--- src/rtl/axis_tpg_pkg.sv ---
// Shared types and constants for the AXI4-Stream test pattern generator:
// pattern mode encoding, Galois LFSR tap masks and the checkerboard seed.
package axis_tpg_pkg;

  typedef enum logic [1:0] {
    TPG_COUNTER = 2'd0,
    TPG_PRBS    = 2'd1,
    TPG_WALK    = 2'd2,
    TPG_CHECKER = 2'd3
  } tpg_mode_e;

  // Right-shifting Galois masks for maximal-length polynomials.
  localparam logic [63:0] LFSR_TAPS_8  = 64'h0000_0000_0000_00B8;
  localparam logic [63:0] LFSR_TAPS_16 = 64'h0000_0000_0000_B400;
  localparam logic [63:0] LFSR_TAPS_32 = 64'h0000_0000_8020_0003;
  localparam logic [63:0] LFSR_TAPS_64 = 64'hD800_0000_0000_0000;

  // Widths without a table entry get a non-zero (not maximal) fallback mask.
  function automatic logic [63:0] lfsr_taps(input int width);
    case (width)
      8:       return LFSR_TAPS_8;
      16:      return LFSR_TAPS_16;
      32:      return LFSR_TAPS_32;
      64:      return LFSR_TAPS_64;
      default: return (64'd1 << (width - 1)) | 64'd1;
    endcase
  endfunction

  function automatic logic [63:0] checker_seed();
    return {32{2'b01}};
  endfunction

endpackage

--- src/rtl/axis_pattern_generator_mc_if.sv ---
// AXI4-Stream beat bundle shared by the pattern source (master) and its sink (slave).
interface axis_pattern_generator_mc_if #(
  parameter int TDATA_WIDTH = 32
);
  logic [TDATA_WIDTH-1:0] tdata;
  logic                   tvalid;
  logic                   tlast;
  logic                   tready;

  modport master (output tdata, output tvalid, output tlast, input tready);
  modport slave  (input tdata, input tvalid, input tlast, output tready);
endinterface

--- src/rtl/axis_tpg_pattern.sv ---
// Pattern value register: reloads a mode seed or steps to the next beat value.
// The PRBS branch exists only when AXIS_TPG_PRBS_EN is defined; otherwise mode 1 steps as a counter.
module axis_tpg_pattern
  import axis_tpg_pkg::*;
#(
  parameter int TDATA_WIDTH   = 32,
  parameter int COUNTER_START = 0,
  parameter int COUNTER_END   = 255,
  parameter int COUNTER_INCR  = 1
) (
  input  logic                   clk,
  input  logic                   rst,
  input  tpg_mode_e              mode,
  input  logic                   reload,
  input  logic                   advance,
  output logic [TDATA_WIDTH-1:0] value
);

  localparam logic signed [TDATA_WIDTH-1:0] START_V  = TDATA_WIDTH'(COUNTER_START);
  localparam logic signed [TDATA_WIDTH-1:0] WRAP_THR = TDATA_WIDTH'(COUNTER_END - COUNTER_INCR + 1);
  localparam logic signed [TDATA_WIDTH-1:0] WRAP_ADJ =
    TDATA_WIDTH'(COUNTER_INCR - (COUNTER_END - COUNTER_START) - 1);
  localparam logic signed [TDATA_WIDTH-1:0] INCR_V   = TDATA_WIDTH'(COUNTER_INCR);
  localparam logic [63:0]                   CHK_64   = checker_seed();
  localparam logic [TDATA_WIDTH-1:0]        CHK_SEED = CHK_64[TDATA_WIDTH-1:0];
`ifdef AXIS_TPG_PRBS_EN
  localparam logic [63:0]                   TAPS_64  = lfsr_taps(TDATA_WIDTH);
  localparam logic [TDATA_WIDTH-1:0]        TAPS     = TAPS_64[TDATA_WIDTH-1:0];
`endif

  logic [TDATA_WIDTH-1:0] seed_v;
  logic [TDATA_WIDTH-1:0] next_v;

  // NOTE: every always_comb output gets a default first, so no path leaves it unassigned (no latch).
  always_comb begin
    seed_v = START_V;
    next_v = ($signed(value) >= WRAP_THR) ? value + WRAP_ADJ : value + INCR_V;
    case (mode)
`ifdef AXIS_TPG_PRBS_EN
      TPG_PRBS: begin
        seed_v = '1;
        next_v = value[0] ? ((value >> 1) ^ TAPS) : (value >> 1);
      end
`endif
      TPG_WALK: begin
        seed_v = TDATA_WIDTH'(1);
        next_v = {value[TDATA_WIDTH-2:0], value[TDATA_WIDTH-1]};
      end
      TPG_CHECKER: begin
        seed_v = CHK_SEED;
        next_v = ~value;
      end
      default: ;
    endcase
  end

  // NOTE: state registers use non-blocking assignments so every flop samples pre-edge values.
  always_ff @(posedge clk) begin
    if (rst)          value <= START_V;
    else if (reload)  value <= seed_v;
    else if (advance) value <= next_v;
  end

endmodule

--- src/rtl/axis_pattern_generator_mc.sv ---
// Rate-limited multi-mode AXI4-Stream pattern source with packet framing and backlog/overflow tracking.
// Define AXIS_TPG_PRBS_EN to build the PRBS mode; without it mode 1 produces the counter sequence.
module axis_pattern_generator_mc
  import axis_tpg_pkg::*;
#(
  parameter int TDATA_WIDTH   = 32,
  parameter int COUNTER_START = 0,
  parameter int COUNTER_END   = 255,
  parameter int COUNTER_INCR  = 1,
  parameter int DIVIDER       = 8,
  parameter int PKT_LEN       = 16,
  parameter int BACKLOG_DEPTH = 16
) (
  input  logic                                   m_axis_aclk,
  input  logic                                   m_axis_areset,
  input  logic                                   enable,
  input  logic [1:0]                             mode,
  axis_pattern_generator_mc_if.master            m_axis,
  output logic [$clog2(BACKLOG_DEPTH+1)-1:0]     backlog,
  output logic                                   overflow
);

  localparam int BL_W  = $clog2(BACKLOG_DEPTH + 1);
  localparam int DIV_W = (DIVIDER > 1) ? $clog2(DIVIDER) : 1;
  localparam int IDX_W = (PKT_LEN > 1) ? $clog2(PKT_LEN) : 1;

  localparam logic [DIV_W-1:0] DIV_LAST = DIV_W'(DIVIDER - 1);
  localparam logic [IDX_W-1:0] IDX_LAST = IDX_W'(PKT_LEN - 1);
  localparam logic [BL_W-1:0]  BL_FULL  = BL_W'(BACKLOG_DEPTH);

  logic [DIV_W-1:0]       div_cnt;
  logic [IDX_W-1:0]       idx;
  tpg_mode_e              active_mode;
  tpg_mode_e              req_mode;
  tpg_mode_e              pat_mode;
  logic                   started;
  logic                   valid;
  logic                   tick;
  logic                   hs;
  logic                   drop;
  logic                   accept;
  logic                   latch;
  logic                   reload;
  logic [TDATA_WIDTH-1:0] pat_value;

  assign valid  = (backlog != '0);
  assign tick   = (div_cnt == '0) && enable;
  assign hs     = valid && m_axis.tready;
  assign drop   = tick && (backlog == BL_FULL) && !hs;
  assign accept = tick && !drop;

  // Mode is sampled on the first cycle out of reset and on each packet boundary.
  assign latch = !started || (hs && idx == IDX_LAST);

  always_comb begin
    req_mode = tpg_mode_e'(mode);
`ifndef AXIS_TPG_PRBS_EN
    if (req_mode == TPG_PRBS) req_mode = TPG_COUNTER;
`endif
  end

  // Re-seeding only on a real mode change keeps a steady-mode sequence continuous across packets.
  assign reload   = latch && (req_mode != active_mode);
  assign pat_mode = reload ? req_mode : active_mode;

  always_ff @(posedge m_axis_aclk) begin
    if (m_axis_areset) begin
      div_cnt     <= DIV_LAST;
      backlog     <= '0;
      overflow    <= 1'b0;
      idx         <= '0;
      active_mode <= TPG_COUNTER;
      started     <= 1'b0;
    end else begin
      div_cnt <= (div_cnt == '0) ? DIV_LAST : div_cnt - 1'b1;
      started <= 1'b1;
      if (drop) overflow <= 1'b1;
      if (accept && !hs)      backlog <= backlog + 1'b1;
      else if (!accept && hs) backlog <= backlog - 1'b1;
      if (hs) idx <= (idx == IDX_LAST) ? '0 : idx + 1'b1;
      if (latch) active_mode <= req_mode;
    end
  end

  axis_tpg_pattern #(
    .TDATA_WIDTH   (TDATA_WIDTH),
    .COUNTER_START (COUNTER_START),
    .COUNTER_END   (COUNTER_END),
    .COUNTER_INCR  (COUNTER_INCR)
  ) u_pattern (
    .clk     (m_axis_aclk),
    .rst     (m_axis_areset),
    .mode    (pat_mode),
    .reload  (reload),
    .advance (hs),
    .value   (pat_value)
  );

  assign m_axis.tdata  = pat_value;
  assign m_axis.tvalid = valid;
  assign m_axis.tlast  = valid && (idx == IDX_LAST);

endmodule

--- src/flat_wrapper.sv ---
// flat-port wrapper written by rule: the top's interface ports become plain ports
module axis_pattern_generator_mc_flat import axis_tpg_pkg::*;
#(
  parameter int TDATA_WIDTH   = 32,
  parameter int COUNTER_START = 0,
  parameter int COUNTER_END   = 255,
  parameter int COUNTER_INCR  = 1,
  parameter int DIVIDER       = 8,
  parameter int PKT_LEN       = 16,
  parameter int BACKLOG_DEPTH = 16
)
  (m_axis_aclk, m_axis_areset, enable, mode, backlog, overflow, m_axis_tdata, m_axis_tvalid, m_axis_tlast, m_axis_tready);
  axis_pattern_generator_mc_if #(.TDATA_WIDTH(TDATA_WIDTH)) m_axis_i ();
  input  logic m_axis_aclk;
  input  logic m_axis_areset;
  input  logic enable;
  input  logic [1:0] mode;
  output logic [$clog2(BACKLOG_DEPTH+1)-1:0] backlog;
  output logic overflow;
  output wire logic [$bits(m_axis_i.tdata)-1:0] m_axis_tdata;
  output wire logic [$bits(m_axis_i.tvalid)-1:0] m_axis_tvalid;
  output wire logic [$bits(m_axis_i.tlast)-1:0] m_axis_tlast;
  input wire logic [$bits(m_axis_i.tready)-1:0] m_axis_tready;
  assign m_axis_tdata = m_axis_i.tdata;
  assign m_axis_tvalid = m_axis_i.tvalid;
  assign m_axis_tlast = m_axis_i.tlast;
  assign m_axis_i.tready = m_axis_tready;
  axis_pattern_generator_mc #(.TDATA_WIDTH(TDATA_WIDTH), .COUNTER_START(COUNTER_START), .COUNTER_END(COUNTER_END), .COUNTER_INCR(COUNTER_INCR), .DIVIDER(DIVIDER), .PKT_LEN(PKT_LEN), .BACKLOG_DEPTH(BACKLOG_DEPTH)) u_core (.m_axis_aclk(m_axis_aclk), .m_axis_areset(m_axis_areset), .enable(enable), .mode(mode), .m_axis(m_axis_i), .backlog(backlog), .overflow(overflow));
endmodule
--- config.mk ---
export PLATFORM = sky130hd
export DESIGN_NAME = axis_pattern_generator_mc_flat
export DESIGN_NICKNAME = d
export VERILOG_FILES = /design/src/rtl/axis_tpg_pkg.sv /design/src/rtl/axis_pattern_generator_mc_if.sv /design/src/rtl/axis_tpg_pattern.sv /design/src/rtl/axis_pattern_generator_mc.sv /design/src/flat_wrapper.sv
export SDC_FILE = /design/constraint.sdc
export NUM_CORES = 1
export LEC_CHECK = 0
export BUFFER_PORTS_ARGS = -buffer_cell sky130_fd_sc_hd__buf_2
export CAP_MARGIN = 10
export CORE_MARGIN = 2
export CORE_UTILIZATION = 55
export DETAILED_ROUTE_END_ITERATION = 7
export PLACE_DENSITY = 0.76
export REMOVE_ABC_BUFFERS = 1
export SLEW_MARGIN = 30
export SYNTH_ARGS = -nofsm -noshare
export SYNTH_HDL_FRONTEND = slang
export SYNTH_SLANG_ARGS = --single-unit
--- constraint.sdc ---
create_clock -name m_axis_aclk -period 9.6 [get_ports m_axis_aclk]
set_input_delay 2.4 -clock m_axis_aclk [delete_from_list [all_inputs] [get_ports m_axis_aclk]]
set_output_delay 2.4 -clock m_axis_aclk [all_outputs]
set_load 0.02 [all_outputs]
==> impl_metrics.csv, run 1 <==
group,metric,value,unit
sta,timing.fmax,0.206,GHz
die,initial_utilization,56.6,%
routing,firstDrtPassIters,5,
logic_synthesis,synthTopCellsByArea,"dfxtp_1, ha_1, a21oi_1",
global_route,grt_busiest_layer,"met2",
die,dieArea,8170,um^2
global_route,grt_use_met3,3.67,%
routing,vias,4163,
logic_synthesis,syn_inst,564,
sta,fin_crit_sh,50.5,%
logic_synthesis,yosysUniqueCellTypes,56,
placement,place_area,4360,um^2
placement,routabilityCongestion,0.866,
finish,nNetsFinal,633,
clocking,htreeDepth,2,
routing,drc,0,
logic_synthesis,syn_area_per_cell,7.28,um^2
setup_path,cp_max_fo,32,
clocking,cts_root_buffer,"clkbuf_8",
routing,final_antenna_net_count,0,
die,ios,46,
clocking,clk_latency,310,ps
clocking,post-cts-setup-buffers,0,
sta,setup_viol_count_final,0,
finish,stdcell_count,692,
logic_synthesis,yosys_warnings,0,
clocking,cts_buffers,5,
finish,fillCellCount,676,
sta,slew_violations,0,
min_path,hold_path.class,"register to register",
logic_synthesis,synth_flop_cell,"dfxtp_1",
sta,clock_skew,10.5,ps
logic_synthesis,yosysTopAreaCell,"dfxtp_1",
global_route,antenna_found_initial,0,
sta,tns,0,ps
logic_synthesis,synth.top_cell.area_share,23.4,%
placement,dpl.hpwl,7500,um
setup_path,cp_cell_sequence,"buf_2 > nor2b_1 > clkinv_4 > o21ai_4 > mux2i_2 > buf_4 > nand3_1 > nor3b_1 > mux2_2 > a211o_1",
global_route,use_met1,34.3,%
clocking,cts_resized,0,
clocking,clk_transition_reported_paths,90,ps
flow_run,cap_violations,0,
finish,synthToLayoutAreaGrowth,8.75,%
setup_path,slowest_stage,"nor2b_1",
sta,timing.slew.headroom,51.4,%
clocking,clock_path_buffers,2,
clocking,cts_tree,"done",
placement,port_buffers,45,
sta,finalHoldViolCount,0,
clocking,cts_num_sinks,48,
finish,drive_above_1_share,12.6,%
finish,n_antenna_cell,0,
setup_path,cp-end-kind,"register",
setup_path,required,9860,ps
finish,final_cell_area,4460,um^2
routing,drt_iter0_drc,303,
global_route,grt_usage,25.3,%
logic_synthesis,seq_area_frac_synth,23.4,%
setup_path,worstPathArrival,5100,ps
sta,rsz0062_at_grt,"no",
routing,vias_per_cell,6.02,
setup_path,critPathMaxStageDelay,500,ps
die,rows,31,
sta,fin_crit,4840,ps
die,core_area,7250,um^2
die,die_w,90.4,um
clocking,ctsHoldBuffers,0,
setup_path,worstSetupStartpointType,"input port",
global_route,grt_pass1_vias,3804,
routing,wl,10400,um
routing,wire_per_inst,15.0,um
global_route,grt_max_degree,47,
global_route,overflow,0,
global_route,use_met2,43.4,%
setup_path,crit_type,"input port to register",
global_route,grt_pass1_wl,17600,um
logic_synthesis,synthTopCellsByCount,"nor2_1, nand2_1, a21oi_1",
logic_synthesis,synth_most_common_cell,"nor2_1",
sta,tightest_slew,716,ps
placement,placedCellCount,684,
logic_synthesis,syn-cell-area,4110,um^2
logic_synthesis,synth-seq-cells,48,
die,die_h,90.4,um
logic_synthesis,synth_edf_count,0,
status,run_status,"complete, no violations",
logic_synthesis,async_flop_share,0,%
==> critical path, delay by kind of cell <==
kind / cells / cell delay [ps]
compound gates: 2 / 400
simple gates: 3 / 1160
buf+inv: 3 / 710
mux: 2 / 410
==> through the flow <==
stage               util [%]  hold slack [ps]  setup WS (ps)
floorplan                  -              358           3930
global placement        60.2              363           4580
detailed placement      60.2              375           4460
CTS                     61.5              398           4790
global route            61.5              405           4490
finish                  61.5              401           4760
==> layer usage <==
| metal | share of wire, % | vias to the layer above |
|---|---|---|
| met5 | 0 | - |
| met4 | 0.93 | 0 |
| met3 | 5.1 | 13 |
| met2 | 46 | 121 |
| met1 | 48 | 1915 |
| li1 | - | 2114 |
==> placed cells by master (no fill, tap or decap), types with 12 or more instances in the layout <==
cell type  instances
a21o_1            12
a211oi_1          18
xnor2_1           12
ha_1              34
a31oi_1           17
o21ai_0           45
xor2_1            14
nand3_1           23
buf_2             45
nand2_1           60
nor2_1            66
inv_1             17
a21oi_1           55
dfxtp_1           48
==> logic make-up (layout without fill, tap and decap cells) <==
family,count (synthesis),after routing,synth area share [%]
compound gates,191,191,29.1
xor+xnor,26,26,5.55
fa+ha+maj,35,35,10.9
buf+inv,47,76,5.12
flops,48,48,23.4
mux,10,10,2.62
simple gates,207,207,23.3
==> final cells by class <==
class | count | area (um^2) | area share, %
Tap cell | 99 | 124 | 2.77
Timing Repair Buffer | 50 | 263 | 5.89
Sequential cell | 48 | 961 | 21.5
Clock inverter | 2 | 13.8 | 0.308
Inverter | 18 | 72.6 | 1.63
Multi-Input combinational cell | 469 | 2950 | 66.0
Clock buffer | 6 | 82.6 | 1.85
==> worst paths after layout <==
kind,start,endpoint,slack [ps],depth (start not counted)
min reg2reg,u_core.div_cnt[0],u_core.div_cnt[0],400,1
max,m_axis_tready,u_core.u_pattern.value[28],4760,10
min,u_core.div_cnt[0],u_core.div_cnt[0],400,1
max reg2reg,u_core.u_pattern.value[0],u_core.u_pattern.value[31],5130,15
==> flip-flops by register name, indices dropped and copies added (netlist names) <==
signal                  count
u_core.u_pattern.value     32
u_core.backlog              5
u_core.idx                  4
u_core.div_cnt              3
u_core.active_mode          2
u_core.overflow             1
u_core.started              1
Power of run 1 is not shown: default switching activity piles up to over one toggle a cycle in this logic, so the estimate is an artifact.
==> inputs of run 2 (changes only) <==
==> constraint.sdc (replaced) <==
create_clock -name m_axis_aclk -period 4.9 [get_ports m_axis_aclk]
set_input_delay 1.225 -clock m_axis_aclk [delete_from_list [all_inputs] [get_ports m_axis_aclk]]
set_output_delay 1.225 -clock m_axis_aclk [all_outputs]
set_load 0.02 [all_outputs]
==> run 2 against run 1 <==
First-iteration DRC count increased by 15%. Worst hold slack lost 4.8 ps. Sequential share of layout area is 0.13 points lower. Final area rose by 0.62%. Global-route usage up 1.2 points. Die area stayed put.
==> impl_metrics.csv, run 2 (synthesis gave the netlist of run 1 again) <==
group,metric,value,unit
setup_path,reg2reg_depth,15,
global_route,grt_max_degree,47,
global_route,grt_usage,26.5,%
die,initial_utilization,56.6,%
clocking,htreeDepth,2,
setup_path,cp-end-kind,"register",
routing,wire_per_inst,15.7,um
finish,synthToLayoutAreaGrowth,9.42,%
min_path,hold_start,"u_core.div_cnt[0]",
setup_path,r2r_end,"u_core.u_pattern.value[30]",
setup_path,required,5120,ps
die,rows,31,
min_path,holdPathStages,1,
min_path,hold_path.class,"register to register",
finish,drive_above_1_share,12.9,%
clocking,post-cts-setup-buffers,0,
placement,port_buffers,45,
global_route,grt_pass1_vias,3774,
global_route,overflow,0,
routing,vias_per_cell,6.10,
clocking,cts_buffers,5,
clocking,clock_path_buffers,2,
routing,firstDrtPassIters,5,
flow_run,cap_violations,0,
setup_path,crit_type,"register to register",
clocking,cts_resized,0,
setup_path,worstPathArrival,4440,ps
sta,fin_crit,4230,ps
sta,finalHoldViolCount,0,
sta,timing.fmax,0.237,GHz
sta,tns,0,ps
die,core_area,7250,um^2
routing,vias,4240,
sta,fin_crit_sh,86.2,%
finish,nNetsFinal,636,
clocking,cts_tree,"done",
setup_path,slowest_stage,"dfxtp_1",
finish,n_antenna_cell,0,
clocking,ctsHoldBuffers,0,
min_path,whs_endpoint,"u_core.div_cnt[0]",
routing,final_antenna_net_count,0,
routing,drt_iter0_drc,348,
finish,top_regs,"u_core.u_pattern.value (32), u_core.backlog (5), u_core.idx (4)",
setup_path,cp_cell_sequence,"ha_1 > nand4_1 > nor2_1 > nor3_1 > nor2_2 > buf_4 > ha_1 > a21oi_1 > o221ai_1 > a211oi_1 > a21oi_1 > a21oi_1 > nor2b_1 > mux2i_1 > a2111oi_2",
finish,largest_reg_flops,32,
placement,routabilityCongestion,1.01,
die,ios,46,
routing,drc,0,
clocking,cts_root_buffer,"clkbuf_8",
setup_path,worstSetupStartpointType,"register",
die,dieArea,8170,um^2
sta,setup_viol_count_final,0,
setup_path,cp_max_fo,18,
setup_path,reg2reg_from,"u_core.u_pattern.value[0]",
setup_path,path_common_cell,"a21oi_1",
clocking,clk_latency,310,ps
status,run_status,"complete, no violations",
global_route,grt_pass1_wl,18100,um
die,die_w,90.4,um
clocking,cts_num_sinks,48,
sta,slew_violations,0,
setup_path,critPathMaxStageDelay,490,ps
finish,final_cell_mix,"nor2_1, nand2_1, a21oi_1, dfxtp_1",
sta,tightest_slew,666,ps
routing,wl,10900,um
die,die_h,90.4,um
finish,layout_commonest_cell,"nor2_1",
global_route,antenna_found_initial,0,
sta,timing.slew.headroom,54.8,%
placement,dpl.hpwl,7660,um
sta,clock_skew,5.71,ps
clocking,clk_transition_reported_paths,100,ps
setup_path,r2r_slack,670,ps
finish,regMostFlops,"u_core.u_pattern.value",
sta,rsz0062_at_grt,"no",
run 2: cell count changes in the layout (fill, tap and decap cells not counted):
cell / before / now
mux2i_1: 5 / 6
a21oi_4: 0 / 1
buf_4: 5 / 8
inv_6: 1 / 0
a21oi_2: 1 / 0
mux2i_2: 2 / 1
clkinvlp_4: 0 / 2
clkinv_2: 1 / 0
run 2: worst max path at each step:
stage	startpoint	endpoint	slack, ps	depth (start not counted)
2_1_floorplan	m_axis_tready	u_core.u_pattern.value[28]	410	8
3_3_place_gp	m_axis_tready	u_core.u_pattern.value[28]	870	9
3_5_place_dp	u_core.u_pattern.value[0]	u_core.u_pattern.value[28]	770	15
4_1_cts	u_core.u_pattern.value[0]	u_core.u_pattern.value[30]	720	15
5_1_grt	u_core.u_pattern.value[0]	u_core.u_pattern.value[30]	380	15
6_report	u_core.u_pattern.value[0]	u_core.u_pattern.value[30]	670	15
run 2: layout make-up:
class / count / area, um^2
Clock buffer: 6 / 82.6
Timing Repair Buffer: 53 / 285
Multi-Input combinational cell: 469 / 2950
Sequential cell: 48 / 961
Inverter: 18 / 72.6
Tap cell: 99 / 124
Fill cell: 700 / 2760
Clock inverter: 2 / 15.0
run 2: through the flow:
stage / hold WS, ps / worst slack, ps / area, um^2 / util [%] / cells
after detailed placement: 375 / 770 / 4390 / 60.5 / 687
after floorplan: 358 / 408 / 3970 / - / 535
after CTS: 399 / 717 / 4480 / 61.8 / 695
final: 396 / 674 / 4490 / 61.9 / 695
after global routing: 424 / 380 / 4490 / 61.9 / 695
after global placement: 364 / 873 / 4390 / 60.5 / 687
run 2: layer usage:
metal	vias up	routed length (um)	global-route usage, %
li1	2118	-	-
met5	-	0	0
met3	25	755	3.42
met1	1936	5040	36.8
met2	161	4860	42.9
met4	0	238	8.08
run 2: worst max-delay path, delay by kind of cell, from the launching register on:
family / cells / cell delay, ps
compound gates: 6 / 1500
fa+ha+maj: 2 / 640
buf+inv: 1 / 330
flops: 1 / 490
mux: 1 / 140
simple gates: 5 / 1030
Power of run 2 is left out for the same reason.
